**config.mk**
```make
export PLATFORM = sky130hd
export DESIGN_NAME = led_anim_trigger
export DESIGN_NICKNAME = d
export VERILOG_FILES = /design/src/rtl/led_anim_trigger.sv
export SDC_FILE = /design/constraint.sdc
export NUM_CORES = 1
export LEC_CHECK = 0
export ABC_AREA = 1
export CAP_MARGIN = 20
export CORE_MARGIN = 2
export CORE_UTILIZATION = 61
export DETAILED_ROUTE_END_ITERATION = 8
export DONT_BUFFER_PORTS = 1
export PLACE_DENSITY = 0.83
export SLEW_MARGIN = 25
export SYNTH_ARGS = -nofsm -noshare
export SYNTH_HDL_FRONTEND = slang
export SYNTH_SLANG_ARGS = --single-unit
```
**constraint.sdc**
```tcl
create_clock -name clk -period 1.6 [get_ports clk]
set_input_delay 0.24 -clock clk [delete_from_list [all_inputs] [get_ports clk]]
set_output_delay 0.24 -clock clk [all_outputs]
set_load 0.1 [all_outputs]
```
**src/rtl/led_anim_trigger.sv**
```systemverilog
// Pushbutton front end for LED_Animation: synchronise, debounce, edge-detect, then issue a
// fixed-length `active` pulse followed by a cooldown during which further presses are dropped.
module led_anim_trigger #(
  parameter int unsigned DEBOUNCE_CYCLES = 4,
  parameter int unsigned PULSE_CYCLES    = 10,
  parameter int unsigned COOLDOWN_CYCLES = 50,
  parameter int unsigned CNT_W           = 8
) (
  input  logic             clk,
  input  logic             reset,
  input  logic             btn_raw,
  input  logic             enable,
  output logic             active,
  output logic             busy,
  output logic [CNT_W-1:0] trig_count
);

  localparam int unsigned TmrSpan = (PULSE_CYCLES > COOLDOWN_CYCLES) ? PULSE_CYCLES
                                                                      : COOLDOWN_CYCLES;
  localparam int unsigned TmrW    = $clog2((TmrSpan < 2) ? 2 : TmrSpan);
  localparam int unsigned DbW     = $clog2((DEBOUNCE_CYCLES < 2) ? 2 : DEBOUNCE_CYCLES);

  localparam logic [TmrW-1:0] PulseLoad = TmrW'(PULSE_CYCLES - 1);
  localparam logic [TmrW-1:0] CoolLoad  = TmrW'((COOLDOWN_CYCLES == 0) ? 0
                                                                        : COOLDOWN_CYCLES - 1);
  localparam logic [DbW-1:0]  DbLast    = DbW'(DEBOUNCE_CYCLES - 1);

  typedef enum logic [1:0] {StIdle, StPulse, StCooldown} state_e;

  logic             s1_q, s2_q;
  logic             btn_clean_q, btn_clean_d;
  logic             btn_clean_dly_q;
  logic [DbW-1:0]   db_cnt_q, db_cnt_d;
  state_e           state_q, state_d;
  logic [TmrW-1:0]  tmr_q, tmr_d;
  logic [CNT_W-1:0] cnt_q, cnt_d;
  logic             press;

  always_ff @(posedge clk) begin
    if (reset) begin
      s1_q            <= 1'b0;
      s2_q            <= 1'b0;
      btn_clean_q     <= 1'b0;
      btn_clean_dly_q <= 1'b0;
      db_cnt_q        <= '0;
      state_q         <= StIdle;
      tmr_q           <= '0;
      cnt_q           <= '0;
    end else begin
      s1_q            <= btn_raw;
      s2_q            <= s1_q;
      btn_clean_q     <= btn_clean_d;
      btn_clean_dly_q <= btn_clean_q;
      db_cnt_q        <= db_cnt_d;
      state_q         <= state_d;
      tmr_q           <= tmr_d;
      cnt_q           <= cnt_d;
    end
  end

  // A level change is accepted only after DEBOUNCE_CYCLES consecutive disagreeing samples.
  always_comb begin
    btn_clean_d = btn_clean_q;
    db_cnt_d    = '0;
    if (s2_q != btn_clean_q) begin
      if (db_cnt_q == DbLast) begin
        btn_clean_d = s2_q;
      end else begin
        db_cnt_d = db_cnt_q + DbW'(1);
      end
    end
  end

  assign press = btn_clean_q & ~btn_clean_dly_q;

  always_comb begin
    state_d = state_q;
    tmr_d   = tmr_q;
    cnt_d   = cnt_q;
    unique case (state_q)
      StIdle: begin
        if (press && enable) begin
          state_d = StPulse;
          tmr_d   = PulseLoad;
          cnt_d   = cnt_q + CNT_W'(1);
        end
      end
      StPulse: begin
        if (tmr_q == '0) begin
          if (COOLDOWN_CYCLES == 0) begin
            state_d = StIdle;
          end else begin
            state_d = StCooldown;
            tmr_d   = CoolLoad;
          end
        end else begin
          tmr_d = tmr_q - TmrW'(1);
        end
      end
      StCooldown: begin
        // A press coinciding with the return to idle is dropped, not carried over.
        if (tmr_q == '0) begin
          state_d = StIdle;
        end else begin
          tmr_d = tmr_q - TmrW'(1);
        end
      end
      default: begin
        state_d = StIdle;
      end
    endcase
  end

  assign active     = (state_q == StPulse);
  assign busy       = (state_q != StIdle);
  assign trig_count = cnt_q;

endmodule
```
==> results of run 1 <==
[sequential cells by signal, indices dropped and copies added (netlist names)]
register         flops
s1_q                 1
trig_count           8
db_cnt_q             2
s2_q                 1
btn_clean_dly_q      1
state_q              2
btn_clean_q          1
tmr_q                6
[kinds of logic (layout without fill, tap and decap cells)]
family,count (synthesis),count (layout),share of synthesized area [%]
AND/OR/NAND/NOR,93,93,38.0
AO/OA/AOI/OAI,18,18,7.71
XOR/XNOR,2,2,1.40
flip-flops,22,22,35.2
adder cells (fa/ha/maj),7,7,7.01
buffers and inverters,34,49,10.6
[area by class of cell]
cell class | count | area share (%)
clock buffer | 3 | 1.52
sequential | 22 | 30.2
inverter | 33 | 8.95
timing repair buffer | 12 | 6.41
clock inverter | 1 | 2.03
tap | 27 | 2.28
multi-input combinational | 120 | 48.6
[worst reg2reg max path, delay by kind of cell, from the launching register on]
| kind | cells | cell delay, ps |
|---|---|---|
| simple gates | 6 | 660 |
| flops | 1 | 350 |
| buf+inv | 2 | 180 |
| fa+ha+maj | 1 | 220 |
[routing by layer]
layer / global-route usage, % / part of all wire [%] / wire length, um
met5: 0 / 0 / 0
met4: 9.52 / 0.94 / 25
met3: 4.29 / 3.1 / 82
met2: 43.9 / 52 / 1390
met1: 28.2 / 44 / 1170
[what timing repair did]
| item | CTS | global route |
|---|---|---|
| hold buffers | 1 | 1 |
| endpoints found under the hold margin | 9 | 1 |
| resized for setup | 0 | 3 |
| endpoints found under the setup margin | 0 | 5 |
[how the worst max path moves through the flow]
stage | startpoint | end | slack, ps
finish | state_q[1] | active | 50
floorplan | state_q[1] | tmr_q[1] | -80
detailed placement | tmr_q[0] | tmr_q[5] | 120
global route | tmr_q[0] | tmr_q[1] | 4
global placement | state_q[0] | tmr_q[1] | 200
CTS | state_q[1] | active | 50
[layout by cell type (no fill, tap or decap), types with 4 or more instances in the layout]
cell type,synthesis,routed
a21oi_1,10,10
nand2_1,40,38
dfxtp_1,22,16
nand4_1,5,5
nor2_1,17,17
nor2_2,7,7
inv_1,30,27
dfxtp_2,0,6
nand2_2,3,5
nand3_1,11,9
buf_4,0,10
o21ai_0,4,4
[power by group]
group | switching [mW] | internal (mW) | total, mW
combinational | 0.704 | 0.340 | 1.04
sequential | 0.0682 | 0.615 | 0.683
clock | 0.177 | 0.253 | 0.430
total | 0.949 | 1.21 | 2.16
[per-stage QoR]
| step | cell area (um2) | hold WS (ps) | instances | setup WS (ps) |
|---|---|---|---|---|
| floorplan | 1290 | 347 | 176 | -82.5 |
| finish | 1480 | 137 | 218 | 52.1 |
| detailed placement | 1400 | 305 | 212 | 123 |
| global placement | 1400 | 304 | 212 | 197 |
| global route | 1480 | 158 | 218 | 3.61 |
| CTS | 1460 | 5.86 | 217 | 48.2 |
==> run summary, run 1 <==
The run finished with clean final reports. Counting I/O delays and the setup requirement, the final critical path takes 1550 ps. The library cell used as clock root buffer is clkbuf_4. After synthesis, the largest area contributor takes up 35.2% of total cell area. Once the floorplan was initialized, standard cells occupied 64.4% of the core. Flip-flop cell with the highest count after synthesis: dfxtp_1. Registers take 448 um2.

The worst hold path terminates at db_cnt_q[0]. The number of synthesized flops with an enable pin was 0; the post-synthesis register bit count was 22. The worst register-to-register path begins at tmr_q[0]. Instance count on the critical path: 3. At the worst endpoint, the required time is 1360 ps. Routability congestion estimate: 0.839. For the largest net degree at the start of global routing, the log shows 14. The tools report the total leakage power as 0.652 nW. Synthesis handed over a netlist of 176 instances. Sorting the synthesized cells by how often they occur yields 40 x nand2_1, 30 x inv_1, 22 x dfxtp_1, 17 x nor2_1, 11 x nand3_1.

The cell type of the slowest stage on the worst timing path was dfxtp_2. The overall routing resource usage was 24.4%; the count of antenna diodes in the layout was 0. Number of pins with negative max-slew slack in the final report: 0. The signal on the critical path passes through inv_2 -> ha_2 -> buf_4. The layout has 151 filler cells.

Count of pins on the block boundary: 14. The min-delay analysis places its worst path in the category in -> reg. The area added between synthesis and finish came out at 18.6%. The worst register-to-register path ends at tmr_q[5].

Along the worst path, the maximum fanout reaches 4. The tools report the maximum clock frequency as 0.646 GHz. The final cycle utilization of the critical path is 96.7%, and the height of the die is 49.3 um.

The worst-case reg-to-reg path depth is 9. The beginning of the worst hold path was reset. Async set-reset flop share out of synthesis: 0%. The number of input and output port buffers inserted is 0. The average wire per cell in the routed design is 12.2 um, and the stage delay of the slowest cell on the critical path is 360 ps. The number of nets in the synthesized netlist is 187. At the worst endpoint, the arrival time is 1310 ps. For the area of the mapped netlist, the log shows 1250 um2.

The run gives 1910 um as the half-perimeter wire length of the detailed placement result. Cells with a size suffix above 1 make up 27.7% of the layout. The initialized floorplan defines 16 standard-cell rows.

Average cell area after synthesis: 7.10 um2. Yosys instantiated no cell more often than nand2_1. The pre-antenna-repair detailed-routing pass consisted of 4 iterations. Global routing finished with a remaining overflow of 0. The design draws 2.16 mW. In this run the post-CTS setup repair buffer count came out at 0. The run gives 1 as the H-tree level count.

For this run, design rule violations remaining after detail routing come to 0. Setup repair after global routing left no endpoint under its margin. The total via count in the routed design is 1,159, and the number of vias per cell is 5.32.

Clock tree synthesis inserted a total of 3 buffers. After detailed routing, the total wire length is 2660 um. The run gives 76.4% as the share of the core filled with cells. Headroom to the max-slew limit came out at 70.5%. Across all register-to-register paths, the minimum setup slack is 120 ps. Across the VDD grid, the largest voltage drop is 1230 uV.

After the first detailed-routing iteration, the DRC count stood at 24. The number of cells on the worst hold path was 3; the number of buffers on the longest clock path was 2. Yosys attributes the largest share of cell area to dfxtp_1 35%, nand2_1 12%, inv_1 9.0%, ha_1 7.0%, nor2_1 5.1%. The worst setup path is of the reg -> out kind.

The logs give 721 um2 for the multi-input gate area in the final layout and 0 for the initial antenna violation count. For the pin with the worst max-slew slack, the measured transition is 441 ps. TritonCTS built the clock tree. The net count of the finished layout is 203. For this design the ratio of total power to cell area is 1460 nW/um2. Share of synthesized area occupied by flip-flops and latches: 35.2%.

The logs give 0 for the final hold violation count and 27 for the number of distinct standard cells referenced by the synthesized netlist. Worst-skew pair later-pin latency: 310 ps. Max-cap violations in this run came to 0. STA classifies the critical path endpoint as a primary output. Cell type with the highest aggregate area in the netlist: dfxtp_1. For this design, the sink count on the clock tree is 22. The die covers 2430 um2. For the area of the placeable core, the log shows 1940 um2. The warning count from the yosys run was 0; the sum of negative setup slack was 0 ps.

Between clock sinks in the finished design, the worst skew comes to 4.35 ps. The worst setup path is launched from a flip-flop. The number of buffers and inverters on the critical path is 2.

Number of global-route vias before repair: 1,113. The count of nets left with antenna violations once routing finished came out at 0. The floorplan step set the die width to 49.3 um.

Setup violations remaining at the end of the flow were counted as 0. The tools report the wire length of the first global-routing pass as 4640 um. Family of cells with the greatest summed delay on the critical path: buffers and inverters.

Clock-pin slew was measured on the worst setup and hold paths at 130 ps.
Power figures use the tool's default switching activity.
==> inputs of run 2 (changes only) <==
--- a/config.mk
+++ b/config.mk
@@ -12,6 +12,7 @@
 export DETAILED_ROUTE_END_ITERATION = 8
 export DONT_BUFFER_PORTS = 1
 export PLACE_DENSITY = 0.83
+export REMOVE_ABC_BUFFERS = 1
 export SLEW_MARGIN = 25
 export SYNTH_ARGS = -nofsm -noshare
 export SYNTH_HDL_FRONTEND = slang
==> run 2 against run 1 <==
  * Worst hold slack got worse by 120 ps
  * Clock power fell by 28%
  * Utilization fell by 1.0 points
  * Sequential power rose by 1%
  * Largest cell class unchanged
  * Global-route usage rose by 0.36 points
  * Count of clock-buffer cells in the layout rose by 1
  * Cell area fell by 1.4%
  * Critical path depth rose by 5
  * Non-clock buffer count fell by 1
  * Die area did not move
  * Via count rose by 0.52%
  * Sequential share of layout area rose by 0.071 points
==> run summary, run 2 (synthesized netlist as in run 1, its figures left out) <==
In the detailed route, the total length drawn on met3 is 131 um. The highest ir drop seen on vdd is 1040 uV, and the met1 wire length is 1160 um. The number of global-route vias before repair is 1,151, and the count of max-cap constraint violations is 0. The run gives 22 as the number of DRC violations after detailed-routing iteration 0. The most common cell after layout, fill and taps aside is nand2_1. The number of input and output port buffers inserted came out at 0. The tools report the total placed cells including tap cells as 212. Counting instances, the worst hold path has a depth of 2. The register with the most flip-flops in the layout has 8 of them.

The largest single stage delay on the critical path is 360 ps. The later pin in the worst-skew pair is clocked with a latency of 310 ps. The run gives 1,165 as the total via count in the routed design. The relative max-transition margin came out at 74.4%.

The initial utilization of the core area, before any placement, comes to 64.4%. Library cell used as clock root buffer: clkbuf_4. The first TritonRoute pass finished after 4 iterations. The initial antenna violation count is 0. Entering global routing, the biggest net connects 13 pins. Setup repair after global routing could not meet its margin everywhere. Critical path's most frequent cell: inv_1.

The CTS clock-pin slew for the worst setup and hold paths was 120 ps. Reg-to-reg startpoint: state_q[0]. The floorplan has 16 rows.

The tools report the endpoint of the most critical register-to-register path as state_q[0]. After the last flow step, the layout net total stands at 202. Cells with a size suffix above 1 make up 23.2% of the layout. After legalization and detailed placement, the total HPWL measured 1940 um.

The run finished with clean final reports. Routability-driven placement finished with a final weighted congestion of 0.917. The largest individual stage delay along the critical path comes from the cell dfxtp_2. In this run the remaining antenna-violating nets after routing total 0.

For flop-to-flop paths, the worst setup slack is 60 ps. The beginning of the critical path was state_q[0]. After detailed routing, the number of vias per cell comes to 5.37. The path class of the tightest hold or removal check is in -> reg. The number of pins with negative max-slew slack in the final report came out at 0. The run gives 0 as the final hold violation count. The critical path ends at state_q[0]. The overall routed net length is 2830 um, and the area of the placeable core is 1940 um2. The detailed-route DRC error count was 0. Peak fanout along the critical path: 4. From synthesis to final layout, the design area changed by 17.0%. Counting I/O delays and the setup requirement, the final critical path takes 1540 ps. The logs give 1 for the H-tree level count and 4710 um for the wire length of the first global-routing pass. The top cell types in the final layout, fill and taps aside, are 40 x nand2_1, 29 x inv_1, 20 x dfxtp_1.

STA classifies the critical path endpoint as a flip-flop. The average wire per cell in the routed design was 13.0 um; the total leakage power was 0.645 nW. The height of the die is 49.3 um.

Setup violations remaining at the end of the flow were counted as 0. For this run, the top clock speed supported by timing is 0.649 GHz. After global routing the overflow that remains totals 0. In the global route stage, overall resource usage came out at 24.7%. The count of antenna diodes in the layout is 0.

The critical path in this run is classified as reg -> reg. For the final database, setup skew stands at 3.67 ps. The total power density per cell area is 1450 nW/um2. After detailed routing, no signal wire sits above met4.

Wire segments on met2 add up to 1430 um in the final route. The worst-case reg-to-reg path depth was 8. The signal on the critical path passes through inv_1 -> ha_2 -> nor2_4 -> inv_1 -> nand2_2 -> nand2_1 -> o21ai_0 -> a21oi_1.

After filler insertion, the fill cell instance count of the layout stands at 157. After layout, the worst path uses 96.4% of the clock period. Hold is met by 17.1 ps.

The worst setup path is launched from a flip-flop. For this design the top-level I/O count stands at 14. The logs give 3 for the number of clock buffers inserted by TritonCTS and 1750 ps for the worst path arrival time.

For this run, the number of standard cells in the final layout without fillers is 217. TritonCTS built the clock tree. Data on the critical path is required at its endpoint by 1800 ps. In this run the post-CTS setup repair buffer count came out at 0. The die width came out at 49.3 um. TritonCTS sink count: 22. The number of buffers on the longest clock path is 2, and the transition time of the tightest slew-check pin is 382 ps. The die covers 2430 um2.
-- run 2: cell count changes in the layout (fill, tap and decap cells not counted), moves of 2 or more --
cell     before  now
dfxtp_1      16   20
dfxtp_2       6    2
buf_4        10    8
inv_1        27   29
nand2_1      38   40
nand2_2       5    3
nor2_2        7    5
nor2_4        1    3
-- run 2: power by group --
part	internal (mW)	switching (mW)	total [mW]	leakage [nW]
clock network	0.139	0.170	0.309	0.0210
registers	0.617	0.0725	0.690	0.179
logic	0.364	0.752	1.12	0.445
total	1.12	0.994	2.11	0.645
-- run 2: worst max-delay path, delay by kind of cell, from the launching register on --
family          cells  cell delay [ps]
simple gates        3              340
flops               1              360
buf+inv             2              170
fa+ha+maj           1              240
compound gates      2              330
-- run 2: metal layers --
metal | track usage, % | up-vias
met5 | 0 | -
met3 | 3.37 | 14
met2 | 47.5 | 32
li1 | - | 578
met1 | 26.9 | 541
met4 | 9.05 | 0
-- run 2: worst min path at each step --
stage / startpoint / to / slack (ps)
2_1_floorplan: reset / tmr_q[0] / 300
3_3_place_gp: reset / tmr_q[0] / 300
3_5_place_dp: reset / tmr_q[0] / 310
4_1_cts: btn_raw / s1_q / 20
5_1_grt: btn_raw / s1_q / 30
6_report: btn_raw / s1_q / 20
-- run 2: through the flow --
| step | worst slack (ps) | setup TNS [ps] | cell area, um2 | power [mW] | util [%] |
|---|---|---|---|---|---|
| final | 58.2 | 0 | 1460 | 2.11 | 75.3 |
| after global routing | -67.4 | -97.2 | 1460 | 2.25 | 75.3 |
| after CTS | 3.45 | 0 | 1410 | 1.98 | 72.6 |
| after detailed placement | 109 | 0 | 1360 | 1.64 | 69.8 |
| after global placement | 189 | 0 | 1360 | 1.61 | 69.8 |
| after floorplan | -404 | -3630 | 1250 | 1.48 | - |
-- run 2: what timing repair did --
action,4_1_cts,5_1_grt
endpoints found under the hold margin,9,0
hold buffers,1,0
resized for setup,2,14
endpoints found under the setup margin,1,11
pin swaps,0,1
cloned,0,0
-- run 2: cell type report --
cell class	instances	area [um2]	share of cell area, %
tap	27	33.8	2.31
multi-input combinational	120	719	49.2
timing repair buffer	11	101	6.93
inverter	33	129	8.81
clock buffer	4	36.3	2.48
sequential	22	443	30.3
